$ cat src/rtl/regfile_wr_arbiter_pkg.sv
// Shared types and constants for the register-file write-port arbiter.
package regfile_wr_arbiter_pkg;

  localparam int ADDR_WIDTH = 5;
  localparam int DATA_WIDTH = 32;

  localparam logic [3:0] WEN_FULL = 4'hF;
  localparam logic [3:0] WEN_NONE = 4'h0;

  // One queued mul/div result. live=0 means the slot still drains but
  // must not modify the register file (r0 target or squashed by WB).
  typedef struct packed {
    logic                  live;
    logic [ADDR_WIDTH-1:0] addr;
    logic [DATA_WIDTH-1:0] data;
  } rf_entry_t;

endpackage

$ cat src/rtl/regfile_wr_fifo.sv
// Small circular buffer holding mul/div results waiting for the write port.
// Every slot is a plain register so the WAW squash can clear all matching
// live bits in one edge and the busy vector can see every entry at once.
module regfile_wr_fifo
  import regfile_wr_arbiter_pkg::*;
#(
  parameter int DEPTH = 2
) (
  input  logic                        clk,
  input  logic                        rst_ni,
  input  logic                        push_i,
  input  rf_entry_t                   push_entry_i,
  input  logic                        pop_i,
  input  logic                        squash_en_i,
  input  logic [ADDR_WIDTH-1:0]       squash_addr_i,
  output logic                        full_o,
  output logic                        empty_o,
  output rf_entry_t                   head_o,
  output logic [DEPTH-1:0]            occ_o,
  output logic [DEPTH-1:0]            live_o,
  output logic [DEPTH*ADDR_WIDTH-1:0] addr_o
);

  localparam int PTR_W = (DEPTH > 1) ? $clog2(DEPTH) : 1;
  localparam int CNT_W = $clog2(DEPTH + 1);

  logic [PTR_W-1:0] rd_ptr_q, rd_ptr_d;
  logic [PTR_W-1:0] wr_ptr_q, wr_ptr_d;
  logic [CNT_W-1:0] count_q, count_d;
  logic             push_ok;
  logic             pop_ok;
  rf_entry_t        slot_view [DEPTH];

  assign full_o  = (count_q == CNT_W'(DEPTH));
  assign empty_o = (count_q == '0);
  assign push_ok = push_i && !full_o;
  assign pop_ok  = pop_i && !empty_o;
  assign head_o  = slot_view[rd_ptr_q];

  for (genvar gi = 0; gi < DEPTH; gi++) begin : g_slot
    rf_entry_t slot_q;
    logic      occ_q;
    logic      wr_hit;
    logic      rd_hit;
    logic      sq_hit;

    // A slot cannot be written and read in the same edge: that would need
    // the buffer to be both full (for the read) and not full (for the write).
    assign wr_hit = push_ok && (wr_ptr_q == PTR_W'(gi));
    assign rd_hit = pop_ok && (rd_ptr_q == PTR_W'(gi));
    assign sq_hit = squash_en_i && occ_q && (slot_q.addr == squash_addr_i);

    // Slot contents: a fresh push wins over a squash, so a same-cycle push
    // to the squashed address stays live.
    always_ff @(posedge clk or negedge rst_ni) begin
      if (!rst_ni) begin
        slot_q <= '0;
      end else if (wr_hit) begin
        slot_q <= push_entry_i;
      end else if (sq_hit) begin
        slot_q.live <= 1'b0;
      end
    end

    // Slot occupancy, used to qualify the busy contribution of this slot.
    always_ff @(posedge clk or negedge rst_ni) begin
      if (!rst_ni) begin
        occ_q <= 1'b0;
      end else if (wr_hit) begin
        occ_q <= 1'b1;
      end else if (rd_hit) begin
        occ_q <= 1'b0;
      end
    end

    assign slot_view[gi]                        = slot_q;
    assign occ_o[gi]                            = occ_q;
    assign live_o[gi]                           = slot_q.live;
    assign addr_o[gi*ADDR_WIDTH +: ADDR_WIDTH]  = slot_q.addr;
  end

  // Next pointers and occupancy; DEPTH is a power of two so the pointers
  // wrap naturally.
  always_comb begin
    rd_ptr_d = rd_ptr_q;
    wr_ptr_d = wr_ptr_q;
    count_d  = count_q;
    if (push_ok) begin
      wr_ptr_d = wr_ptr_q + PTR_W'(1);
    end
    if (pop_ok) begin
      rd_ptr_d = rd_ptr_q + PTR_W'(1);
    end
    if (push_ok && !pop_ok) begin
      count_d = count_q + CNT_W'(1);
    end else if (pop_ok && !push_ok) begin
      count_d = count_q - CNT_W'(1);
    end
  end

  // Pointer and count registers.
  always_ff @(posedge clk or negedge rst_ni) begin
    if (!rst_ni) begin
      rd_ptr_q <= '0;
      wr_ptr_q <= '0;
      count_q  <= '0;
    end else begin
      rd_ptr_q <= rd_ptr_d;
      wr_ptr_q <= wr_ptr_d;
      count_q  <= count_d;
    end
  end

endmodule

$ cat src/rtl/regfile_wr_arbiter.sv
// Shares the register file's single write port between the WB stage
// (priority, stall-only) and the mul/div unit (valid/ready, FIFO-buffered).
// A starvation counter forces the FIFO head through after STARVE_LIMIT
// cycles of waiting, and a busy vector flags registers with pending B writes.
module regfile_wr_arbiter
  import regfile_wr_arbiter_pkg::*;
#(
  parameter int ADDR_WIDTH   = regfile_wr_arbiter_pkg::ADDR_WIDTH,
  parameter int DATA_WIDTH   = regfile_wr_arbiter_pkg::DATA_WIDTH,
  parameter int DEPTH        = 2,
  parameter int STARVE_LIMIT = 4
) (
  input  logic                       clk,
  input  logic                       rst,
  input  logic                       wb_valid,
  input  logic [ADDR_WIDTH-1:0]      wb_addr,
  input  logic [3:0]                 wb_wen,
  input  logic [DATA_WIDTH-1:0]      wb_data,
  output logic                       wb_stall,
  input  logic                       md_valid,
  output logic                       md_ready,
  input  logic [ADDR_WIDTH-1:0]      md_addr,
  input  logic [DATA_WIDTH-1:0]      md_data,
  output logic [ADDR_WIDTH-1:0]      rf_waddr,
  output logic [3:0]                 rf_wen,
  output logic [DATA_WIDTH-1:0]      rf_wdata,
  output logic [(1<<ADDR_WIDTH)-1:0] busy
);

  localparam int NREG = 1 << ADDR_WIDTH;
  localparam int SC_W = $clog2(STARVE_LIMIT + 1);

  logic                        active_q;
  logic [SC_W-1:0]             starve_q, starve_d;
  logic                        wb_eff;
  logic                        force_drain;
  logic                        pass_thru;
  logic                        pop;
  logic                        push;
  rf_entry_t                   push_entry;
  rf_entry_t                   head;
  logic                        fifo_full;
  logic                        fifo_empty;
  logic [DEPTH-1:0]            slot_occ;
  logic [DEPTH-1:0]            slot_live;
  logic [DEPTH*ADDR_WIDTH-1:0] slot_addr;

  // WB writes to r0 or with no byte lanes are no-ops; the reset term keeps
  // the combinational pass-through quiet while reset is asserted.
  assign wb_eff      = rst && wb_valid && (wb_wen != WEN_NONE) && (wb_addr != '0);
  assign force_drain = !fifo_empty && (starve_q == SC_W'(STARVE_LIMIT));
  assign pass_thru   = wb_eff && !force_drain;
  assign pop         = !fifo_empty && !pass_thru;
  assign wb_stall    = force_drain;

  // Ready only depends on fullness (a full FIFO never accepts, even while
  // draining); active_q holds it low until the first edge after reset.
  assign md_ready    = active_q && !fifo_full;
  assign push        = md_valid && md_ready;
  assign push_entry  = '{live: (md_addr != '0), addr: md_addr, data: md_data};

  regfile_wr_fifo #(
    .DEPTH (DEPTH)
  ) u_fifo (
    .clk           (clk),
    .rst_ni        (rst),
    .push_i        (push),
    .push_entry_i  (push_entry),
    .pop_i         (pop),
    .squash_en_i   (pass_thru),
    .squash_addr_i (wb_addr),
    .full_o        (fifo_full),
    .empty_o       (fifo_empty),
    .head_o        (head),
    .occ_o         (slot_occ),
    .live_o        (slot_live),
    .addr_o        (slot_addr)
  );

  // Enables md_ready from the first clock edge after reset release.
  always_ff @(posedge clk or negedge rst) begin
    if (!rst) begin
      active_q <= 1'b0;
    end else begin
      active_q <= 1'b1;
    end
  end

  // Starvation count: cleared whenever the head moves or nothing waits,
  // otherwise counts waiting cycles up to the limit.
  always_comb begin
    starve_d = starve_q;
    if (fifo_empty || pop) begin
      starve_d = '0;
    end else if (starve_q != SC_W'(STARVE_LIMIT)) begin
      starve_d = starve_q + SC_W'(1);
    end
  end

  // Starvation counter register.
  always_ff @(posedge clk or negedge rst) begin
    if (!rst) begin
      starve_q <= '0;
    end else begin
      starve_q <= starve_d;
    end
  end

  // Write-port mux: WB pass-through, else FIFO head, else idle zeros.
  always_comb begin
    rf_waddr = '0;
    rf_wen   = WEN_NONE;
    rf_wdata = '0;
    if (pass_thru) begin
      rf_waddr = wb_addr;
      rf_wen   = wb_wen;
      rf_wdata = wb_data;
    end else if (!fifo_empty) begin
      rf_waddr = head.addr;
      rf_wen   = head.live ? WEN_FULL : WEN_NONE;
      rf_wdata = head.data;
    end
  end

  // Busy vector: r0 is never busy since writes to it are discarded.
  for (genvar gi = 0; gi < NREG; gi++) begin : g_busy
    if (gi == 0) begin : g_zero
      assign busy[gi] = 1'b0;
    end else begin : g_reg
      logic hit;
      // OR of live, occupied slots that target this register.
      always_comb begin
        hit = 1'b0;
        for (int e = 0; e < DEPTH; e++) begin
          hit = hit | (slot_occ[e] & slot_live[e] &
                       (slot_addr[e*ADDR_WIDTH +: ADDR_WIDTH] == ADDR_WIDTH'(gi)));
        end
      end
      assign busy[gi] = hit;
    end
  end

  // A stalled WB request must still be presented on the following cycle.
  a_wb_hold: assert property (@(posedge clk) disable iff (!rst)
                              (wb_stall && wb_valid) |=> wb_valid);

endmodule

$ cat config.mk
export PLATFORM = sky130hd
export DESIGN_NAME = regfile_wr_arbiter
export DESIGN_NICKNAME = d
export VERILOG_FILES = /design/src/rtl/regfile_wr_arbiter_pkg.sv /design/src/rtl/regfile_wr_fifo.sv /design/src/rtl/regfile_wr_arbiter.sv
export SDC_FILE = /design/constraint.sdc
export NUM_CORES = 1
export LEC_CHECK = 0
export ABC_CLOCK_PERIOD_IN_PS = 2520
export CELL_PAD_IN_SITES_DETAIL_PLACEMENT = 0
export CELL_PAD_IN_SITES_GLOBAL_PLACEMENT = 1
export CORE_MARGIN = 5
export CORE_UTILIZATION = 37
export DETAILED_ROUTE_END_ITERATION = 10
export PLACE_DENSITY = 0.77
export REMOVE_ABC_BUFFERS = 1
export SYNTH_ARGS = -nofsm -noshare
export SYNTH_HDL_FRONTEND = slang
export SYNTH_HIERARCHICAL = 1
export SYNTH_SLANG_ARGS = --single-unit
$ cat constraint.sdc
create_clock -name clk -period 2.52 [get_ports clk]
set_input_delay 0.252 -clock clk [delete_from_list [all_inputs] [get_ports clk]]
set_output_delay 0.252 -clock clk [all_outputs]
set_load 0.005 [all_outputs]
==> results of run 1 <==
-- registers in the layout, indices dropped and copies added, names as in the netlist --
register	count
u_fifo/g_slot.slot_q	64
u_fifo/addr_o	10
starve_q	3
u_fifo/count_q	2
u_fifo/g_slot.occ_q	2
u_fifo/live_o	2
active_q	1
u_fifo/rd_ptr_q	1
u_fifo/wr_ptr_q	1
-- report_power, final --
group / switching, mW / internal [mW]
Clock: 0.505 / 0.745
Sequential: 0.494 / 2.06
Combinational: 1.82 / 2.48
Total: 2.82 / 5.29
-- what timing repair did --
item	in CTS	in global routing
hold buffers	1	0
gates resized for setup	56	18
endpoints found under the hold margin	32	0
endpoints found under the setup margin	45	22
buffers inserted	8	2
pin swaps	6	5
-- tightest hold or removal path, cell delays in order --
cell and delay (ns):
buf_4 0.08, dlygate4sd3_1 0.53, buf_4 0.38
-- path summary, 6_finish.rpt --
kind	from	endpoint	slack, ns	cells past startpoint
hold reg to reg	u_fifo/g_slot[0].slot_q[18]	u_fifo/g_slot[0].slot_q[18]	0.50	1
setup / recovery	starve_q[0]	rf_wen[3]	0.05	9
setup reg to reg	starve_q[0]	u_fifo/count_q[1]	0.14	14
min in group clk	u_fifo/g_slot[0].slot_q[18]	u_fifo/g_slot[0].slot_q[18]	0.50	1
hold / removal	rst	starve_q[0]	0.49	3
max in group asynchronous	rst	u_fifo/g_slot[0].slot_q[27]	1.00	4
-- layout make-up --
cell class	instances	area, um2
fillers	1408	7360
multi-input cells	316	2850
flip-flops and latches	86	2160
repair buffers	198	1960
clock buffers	13	270
well taps	188	235
inverters	44	181
clock inverters	3	17.5
-- logic make-up (layout without fill, tap and decap cells) --
kind of cell,count (synthesis),in the layout
adder cells (fa/ha/maj),3,3
XOR/XNOR,9,9
AND/OR/NAND/NOR,103,103
multiplexers,110,110
flip-flops,86,86
buffers and inverters,117,258
AO/OA/AOI/OAI,89,89
other,2,2
-- routing by layer --
layer | up-vias | global-route usage | share of wire
met1 | 2162 | 0.199 | 0.42
met4 | 2 | 0.0560 | 0.017
met2 | 181 | 0.290 | 0.48
met5 | - | 0 | 0.00086
met3 | 19 | 0.0570 | 0.080
li1 | 2083 | - | -
-- cell usage in the layout, fill, tap and decap left out, types with 5 or more instances in the layout --
cell type | Yosys | routed
clkdlybuf4s50_1 | 0 | 114
mux2_2 | 108 | 108
dfrtp_1 | 86 | 82
nand2_1 | 48 | 48
inv_1 | 42 | 42
buf_4 | 49 | 31
o22ai_1 | 33 | 30
dlygate4sd2_1 | 0 | 29
o32ai_2 | 24 | 25
nand2b_1 | 16 | 15
dlymetal6s2s_1 | 0 | 10
clkbuf_16 | 0 | 9
o21ai_0 | 7 | 7
o32ai_1 | 7 | 6
buf_12 | 1 | 6
xor2_1 | 6 | 6
a22o_1 | 5 | 5
==> impl_results.md, run 1 <==
* Outcome: complete, no violations
* First drt pass iteration count at 4
* GR Util All Layers at 0.169
* Routed WL at 15.1 mm
* XOR/XNOR Fraction of Synth Area at 0.0141
* Crit end category: output pin
* Routability cong. at 0.850
* CTS sink cnt at 86
* Cell taking the most area after synthesis: dfrtp_1
* FP Rows at 45
* Crit-path cells: inv_1 -> ha_2 -> nand3b_1 -> and3_4 -> nand2_8 -> inv_16 -> buf_8 -> a21o_1 -> clkdlybuf4s50_1
* Synth Flop Type: dfrtp_1
* Post-DRT Antenna Nets at 0
* H-tree Lvls at 3
* Reg clk slew, reported paths at 0.06 ns
* Final setup margin at 0.0457 ns
* Number of synthesis warnings at 6
* Post-Syn Area at 5600 um2
* Final hold slack at 0.491 ns
* Worst Max-Slew Pin Slew at 0.672 ns
* Ys async rst share at 1.00
* Placement Setup Slack at -0.450 ns
* #FFs+latches synth at 86
* Final Core Density at 0.511
* Post-synth top cells: mux2_2, dfrtp_1, buf_4, nand2_1, inv_1
* First-pass GRT wire length at 24.3 mm
* Delay-heaviest family, CP: buffers and inverters
* Max-cap violations at 0
* Ports at 157
* Max VDD drop at 0.000409 V
* Synth top area cells: dfrtp_1, mux2_2, o32ai_2, buf_4, o22ai_1
* Max clock buf depth at 2
* Most numerous cell in the Yosys netlist: mux2_2
* Min-Delay Path Class: primary input to asynchronous set/reset pin
* Vias in the first global route at 4805
* Post-route cell area at 7680 um2
* Initial antenna violation count at 1
* Antenna cells at 0
* Worst path bufs/invs at 4
* GR Overflow Total at 0
* Layout area overhead at 37.0%
* Post-DP HPWL at 11.2 mm
* Endpoints failing hold at 0
* Die Ht at 133 um
* Multiplexer area fraction after synthesis at 0.221
* Syn avg cell area at 10.8 um2
* Die Wd at 133 um
* Crit-path max FO at 22
* DR DRC count at 0
* Nets at 740
* Power Density at 1060 nW/um2
* Count of different cell masters after synthesis at 45
* Largest net degree at the start of global routing at 55
* DP Cell Count at 823
* CTS root buf: clkbuf_16
* Sequential fraction of the synthesis area at 0.384
* Insertion delay of the later-clocked pin in the worst-skew pair at 0.33 ns
* Max Clock Freq at 404 MHz
* Total power at 8.10 mW
* Post-synthesis adder-cell area fraction at 0.00670
* Worst path required time at 2.27 ns
* Synth Area in Simple Gates at 0.0954
* Synthesized netlist cell count at 519
* Post-synthesis compound-gate area fraction at 0.154
* Leak pwr at 3.40 nW
* Total CTS buffers at 9
* Post-synth top area share at 0.384
* Fin Setup TNS at 0 ns
* EDFF count, synth at 0
* CP startpoint kind: flip-flop
* CTS tree: yes
* Clock period minus worst slack at 2.47 ns
* DR WL/cell at 17.8 um
* IO Port Bufs at 155
* Slew HR at 0.552
* Vias post-DR at 4447
* Crit path largest cell delay at 0.49 ns
* Share of cells above drive strength 1 at 0.338
* DP Area at 7220 um2
* Setup CP Type: flip-flop to output pin
* Setup violators final at 0
* Die area at 17700 um2
* Largest family of logic cells by synthesized area: multiplexers
* Via-per-instance ratio at 5.24
* Drt first-iter violations at 167
* Slew Viols, Final at 0
* Core area at 15000 um2
* Layout Cells excl Fill at 848
* Critical-path top delay cell: clkdlybuf4s50_1
* Initial core utilization at 0.373
* Period utilization at 0.982
* Clock skew at 0.00513 ns
* Worst EP arrival at 2.22 ns
(Power assumes the default switching activity.)
==> run 2: changes to the inputs <==
--- a/config.mk
+++ b/config.mk
@@ -5,10 +5,9 @@
 export SDC_FILE = /design/constraint.sdc
 export NUM_CORES = 1
 export LEC_CHECK = 0
-export ABC_CLOCK_PERIOD_IN_PS = 2520
+export ABC_CLOCK_PERIOD_IN_PS = 2350
 export CELL_PAD_IN_SITES_DETAIL_PLACEMENT = 0
 export CELL_PAD_IN_SITES_GLOBAL_PLACEMENT = 1
-export CORE_MARGIN = 5
 export CORE_UTILIZATION = 37
 export DETAILED_ROUTE_END_ITERATION = 10
 export PLACE_DENSITY = 0.77
==> constraint.sdc (replaced) <==
create_clock -name clk -period 2.35 [get_ports clk]
set_input_delay 0.235 -clock clk [delete_from_list [all_inputs] [get_ports clk]]
set_output_delay 0.235 -clock clk [all_outputs]
set_load 0.005 [all_outputs]
==> run 2 against run 1 <==
Against the previous run:
- the flow now finishes with violations (design-rule violations)
- worst hold slack worse by 0.48 ns
- sequential share of layout area up 0.14 points
- core utilization up 1.2 points
- wire length down 2.9%
- global-route usage up 2.4 points
- sequential power up 6%
- final area down 0.33%
- critical path depth down 5
- setup slack worse by 0.034 ns
- register-to-register slack better by 0.03 ns
- clock skew about the same
- die area down 12%
- largest power group unchanged
==> impl_results.md, run 2 (synthesis gave the netlist of run 1 again) <==
* Post-DRT Antenna Nets at 0
* Clk pwr share at 0.149
* Ports at 157
* GR Overflow Total at 0
* Setup CP Type: flip-flop to output pin
* Internal power at 5.56 mW
* Via-per-instance ratio at 5.19
* Met2 Usage GRT at 0.341
* CTS tree: yes
* Cts hold-fix bufs at 0
* Slew Viols, Final at 0
* Outcome: finished, violations left
* Critical-path top delay cell: clkdlybuf4s50_1
* Leak pwr at 3.35 nW
* Largest net degree at the start of global routing at 46
* Max VDD drop at 0.000416 V
* Switch Pwr at 3.06 mW
* CTS sink cnt at 86
* Total CTS buffers at 9
* Gr busiest metal: met2
* Clock period minus worst slack at 2.34 ns
* DP Cell Count at 815
* DR WL/cell at 17.2 um
* Share of cells above drive strength 1 at 0.404
* Drt first-iter violations at 184
* Vias post-DR at 4419
* Period utilization at 0.995
* Insertion delay of the later-clocked pin in the worst-skew pair at 0.33 ns
* Worst EP arrival at 2.10 ns
* First drt pass iteration count at 9
* Largest Register: u_fifo/g_slot.slot_q
* Failing checks: design-rule violations
* H-tree Lvls at 3
* Layout area overhead at 36.6%
* Slew HR at 0.613
* Die Wd at 125 um
* Routability cong. at 0.899
* CTS root buf: clkbuf_16
* RSZ-0062 raised after global routing: yes
* Switching portion of total power at 0.355
* Worst path bufs/invs at 1
* Total of fill cells in the finished design at 1335
* Routed WL at 14.7 mm
* DR DRC count at 18
* Max Clock Freq at 428 MHz
* Post-DP HPWL at 10.4 mm
* Final setup margin at 0.0114 ns
* Placement Setup Slack at -0.486 ns
* Die area at 15600 um2
* Total power at 8.63 mW
* Reg clk slew, reported paths at 0.06 ns
* IO Port Bufs at 155
* Power Density at 1130 nW/um2
* Most common cell after layout, fill and taps aside: mux2_2
* Final Core Density at 0.522
* Grt met3 use at 0.0407
* Setup violators final at 0
* Crit end category: output pin
* Initial core utilization at 0.383
* Sequential power share at 0.314
* Layout Cells excl Fill at 852
* Max reg flops at 64
* Crit-path cells: nand2b_2 -> or3_4 -> o22ai_1 -> clkdlybuf4s50_1
* First-pass GRT wire length at 24.1 mm
* Fin Setup TNS at 0 ns
* Clock skew at 0.00542 ns
* Delay-heaviest family, CP: simple AND/OR/NAND/NOR gates
* GR Util All Layers at 0.193
* Max-cap violations at 0
* Worst Max-Slew Pin Slew at 0.580 ns
* Crit-path max FO at 5
* Nets at 748
* Max clock buf depth at 2
* Initial antenna violation count at 0
* Antenna cells at 0
* Die Ht at 125 um
* Worst path required time at 2.12 ns
* Most frequent cells in the layout: mux2_2, clkdlybuf4s50_1, dfrtp_1, nand2_1, inv_1
* CP startpoint kind: flip-flop
* Stages on worst setup path at 4
* Vias in the first global route at 4712
* Min-Delay Path Class: primary input to asynchronous set/reset pin
* Core area at 14600 um2
* FP Rows at 44
* Crit path largest cell delay at 0.53 ns
* Logic pwr share at 0.537
* R2r worst-path depth at 8
* Endpoints failing hold at 0
* GR Layer Usage met1 at 0.233
run 2: cell types whose count changed in the layout (fill, tap and decap cells not counted), moves of 6 or more:
| cell | previous run | this run |
|---|---|---|
| dlymetal6s2s_1 | 10 | 1 |
| buf_2 | 1 | 11 |
| clkdlybuf4s50_1 | 114 | 106 |
| dlygate4sd2_1 | 29 | 14 |
| clkbuf_2 | 0 | 19 |
| buf_4 | 31 | 37 |
run 2: path summary, 6_finish.rpt:
check / startpoint / to / slack, ns
setup / recovery: u_fifo/addr_o[8] / busy[4] / 0.01
hold / removal: rst / u_fifo/g_slot[0].slot_q[9] / 0.009
setup reg to reg: u_fifo/count_q[0] / u_fifo/g_slot[0].slot_q[27] / 0.17
hold reg to reg: u_fifo/g_slot[1].slot_q[6] / u_fifo/g_slot[1].slot_q[6] / 0.50
max in group asynchronous: rst / u_fifo/g_slot[1].slot_q[23] / 1.36
min in group clk: u_fifo/g_slot[1].slot_q[6] / u_fifo/g_slot[1].slot_q[6] / 0.50
run 2: worst reg2reg max path, cell delays in order (launching register included):
cell and delay, ns:
dfrtp_1 0.39, buf_4 0.15, nand2b_1 0.18, inv_2 0.08
nor2b_1 0.15, and2_1 0.22, nor3b_4 0.29, buf_12 0.23
mux2_2 0.38
run 2: routing by layer:
metal / wire length, um / up-vias / part of all wire
li1: - / 2088 / -
met1: 6270 / 2164 / 0.43
met2: 7270 / 151 / 0.49
met3: 908 / 16 / 0.062
met4: 235 / 0 / 0.016
met5: 0 / - / 0
run 2: stage by stage:
stage | hold slack [ns] | cell area [um2]
global placement | 0.364 | 7170
finish | 0.00912 | 7650
floorplan | -0.0606 | 5080
CTS | 0.0184 | 7610
detailed placement | 0.381 | 7170
global route | 0.0466 | 7650
run 2: power groups by stage:
| stage | Sequential (mW) | Combinational, mW | Clock (mW) |
|---|---|---|---|
| final | 2.71 | 4.63 | 1.28 |
| after detailed placement | 2.72 | 4.73 | 0 |
| after CTS | 2.70 | 4.63 | 1.32 |
| after global routing | 2.83 | 5.04 | 1.37 |
| after floorplan | 2.64 | 2.79 | 0 |
| after global placement | 2.65 | 4.65 | 0 |
run 2: final cells by class:
class                   instances  area, um2  area share
repair buffers                205       1890       0.246
repair inverters                1       20.0     0.00262
inverters                      44        181      0.0237
flip-flops and latches         86       2160       0.282
clock inverters                 3       18.8     0.00245
multi-input cells             316       2900       0.380
clock buffers                  13        250      0.0327
well taps                     184        230      0.0301
run 2: timing repair:
action	in CTS	in global routing
pin swaps	6	1
resized for setup	109	65
buffers inserted	14	6
cloned	2	0
setup endpoints to repair	56	47
==> run 3: changes to the inputs <==
--- a/config.mk
+++ b/config.mk
@@ -8,8 +8,9 @@
 export ABC_CLOCK_PERIOD_IN_PS = 2350
 export CELL_PAD_IN_SITES_DETAIL_PLACEMENT = 0
 export CELL_PAD_IN_SITES_GLOBAL_PLACEMENT = 1
-export CORE_UTILIZATION = 37
+export CORE_UTILIZATION = 49
 export DETAILED_ROUTE_END_ITERATION = 10
+export DONT_BUFFER_PORTS = 1
 export PLACE_DENSITY = 0.77
 export REMOVE_ABC_BUFFERS = 1
 export SYNTH_ARGS = -nofsm -noshare
==> run 3 against run 2 <==
Against the previous run:
- the flow now finishes without violations
- critical path depth increased by 4
- die area fell by 24%
- global-route usage is 0.89 points higher
- setup slack better by 0.12 ns
- register-to-register slack lost 0.03 ns
- sequential power is 2% higher
- first-iteration DRC count rose by 29%
==> impl_results.md, run 3 (synthesis gave the netlist of run 1 again) <==
* Initial antenna violation count at 0
* Post-DP HPWL at 8.60 mm
* Crit-path max FO at 38
* Drt first-iter violations at 237
* Slew Viols, Final at 0
* CTS sink cnt at 86
* Final Core Density at 0.524
* Fin Setup TNS at 0 ns
* Clock skew at 0.0107 ns
* Crit path from: starve_q[0]
* Crit end category: output pin
* Crit path largest cell delay at 0.39 ns
* FF-to-FF setup slack at 0.14 ns
* Setup violators final at 0
* GR Overflow Total at 0
* Clock period minus worst slack at 2.22 ns
* Crit-path cells: inv_1 -> ha_1 -> nand3b_1 -> and3_1 -> buf_4 -> nand2_8 -> inv_8 -> o32ai_1
* Total of fill cells in the finished design at 982
* Layout Cells excl Fill at 617
* DR WL/cell at 19.3 um
* Die Ht at 109 um
* GR Util All Layers at 0.202
* Die area at 11900 um2
* Worst Max-Slew Pin Slew at 0.564 ns
* Min-Delay Path Class: primary input to flip-flop
* R2r worst-path depth at 7
* Worst EP arrival at 1.98 ns
* Worst path required time at 2.12 ns
* Post_cts resized at 0
* Nets at 557
* Via-per-instance ratio at 5.94
* Vias in the first global route at 3580
* Setup CP Type: flip-flop to output pin
* Outcome: complete, no violations
* Largest net degree at the start of global routing at 87
* Delay-heaviest family, CP: simple AND/OR/NAND/NOR gates
* Max reg flops at 64
* DP Cell Count at 599
* Power Density at 1330 nW/um2
* Total power at 7.68 mW
* Max clock buf depth at 2
* Worst setup path endpoint: rf_wdata[0]
* R2R Path Start: u_fifo/count_q[0]
* Share of cells above drive strength 1 at 0.373
* Worst R2R End: u_fifo/g_slot[0].slot_q[26]
* Slew HR at 0.624
* Max-cap violations at 0
* CP startpoint kind: flip-flop
* Most common cell after layout, fill and taps aside: mux2_2
* CTS tree: yes
* Total CTS buffers at 9
* Most frequent cells in the layout: mux2_2, dfrtp_1, nand2_1, inv_1, o22ai_1
* First-pass GRT wire length at 18.4 mm
* H-tree Lvls at 3
* RSZ-0062 raised after global routing: no
* Core area at 11000 um2
* Routed WL at 11.9 mm
* Stages on worst setup path at 8
* Max VDD drop at 0.000558 V
* Insertion delay of the later-clocked pin in the worst-skew pair at 0.33 ns
* Max Clock Freq at 451 MHz
* DP Area at 5410 um2
* CTS root buf: clkbuf_16
* Reg clk slew, reported paths at 0.06 ns
* Period utilization at 0.944
* Leak pwr at 2.46 nW
* FP Rows at 38
* Largest Register: u_fifo/g_slot.slot_q
* DR DRC count at 0
* Layout area overhead at 2.77%
* Antenna cells at 0
* Critical-path top delay cell: dfrtp_1
* Post-route cell area at 5760 um2
* Initial core utilization at 0.510
* IO Port Bufs at 0
* Die Wd at 109 um
* Worst path bufs/invs at 3
* Vias post-DR at 3665
* Endpoints failing hold at 0
* Routability cong. at 0.845
* Post-DRT Antenna Nets at 0
* Ports at 157
* First drt pass iteration count at 4
## run 3: changes by cell type in the layout (fill, tap and decap cells not counted), moves of 6 or more
cell             change
dfrtp_1              +6
buf_4               -27
buf_2               -11
or3_4                -7
dlygate4sd2_1       -14
or3_1                +7
clkdlybuf4s50_1    -106
dfrtp_2              -6
clkbuf_2            -19
## run 3: power breakdown
part / switching, mW / leakage, nW / internal (mW)
registers: 0.568 / 1.03 / 2.20
logic: 1.64 / 1.28 / 1.85
clock network: 0.572 / 0.149 / 0.858
total: 2.78 / 2.46 / 4.91
## run 3: worst register-to-register path: cells and delay by family, from the launching register on
kind	cells	cell delay (ns)
multiplexers	1	0.36
buffers and inverters	2	0.28
AND/OR/NAND/NOR	4	1.00
flip-flops	1	0.46
## run 3: per-layer routing
layer / track usage / routed length, um
met1: 0.237 / 4890
met2: 0.362 / 6080
met3: 0.0490 / 848
met4: 0.0618 / 117
met5: 0 / 0
## run 3: metrics by stage
step	hold slack, ns	setup WS, ns
after floorplan	-0.0606	-1.92
after global placement	-0.0582	0.169
after detailed placement	-0.0585	0.121
after CTS	0.0234	0.106
after global routing	0.0376	0.00253
final	0.0344	0.132
## run 3: area by class of cell
type	instances	area, um2	share of cell area
multi-input combinational	316	2780	0.482
sequential	86	2150	0.374
clock buffer	10	239	0.0415
tap	140	175	0.0304
timing repair buffer	15	173	0.0300
inverter	44	173	0.0300
clock inverter	6	68.8	0.0120
## run 3: how the worst min path moves through the flow
stage,startpoint,end,slack [ns],cells after the start
3_5_place_dp,rst,u_fifo/g_slot[1].slot_q[29],-0.06,0
6_report,md_addr[2],u_fifo/addr_o[2],0.03,2
5_1_grt,md_data[31],u_fifo/g_slot[1].slot_q[31],0.04,1
4_1_cts,md_addr[2],u_fifo/addr_o[2],0.02,2
3_3_place_gp,rst,u_fifo/g_slot[1].slot_q[29],-0.06,0
2_1_floorplan,rst,active_q,-0.06,0
## run 3: timing repair
| item | CTS | global route |
|---|---|---|
| buffers inserted | 0 | 0 |
| endpoints found under the hold margin | 86 | 0 |
| hold buffers | 2 | 0 |
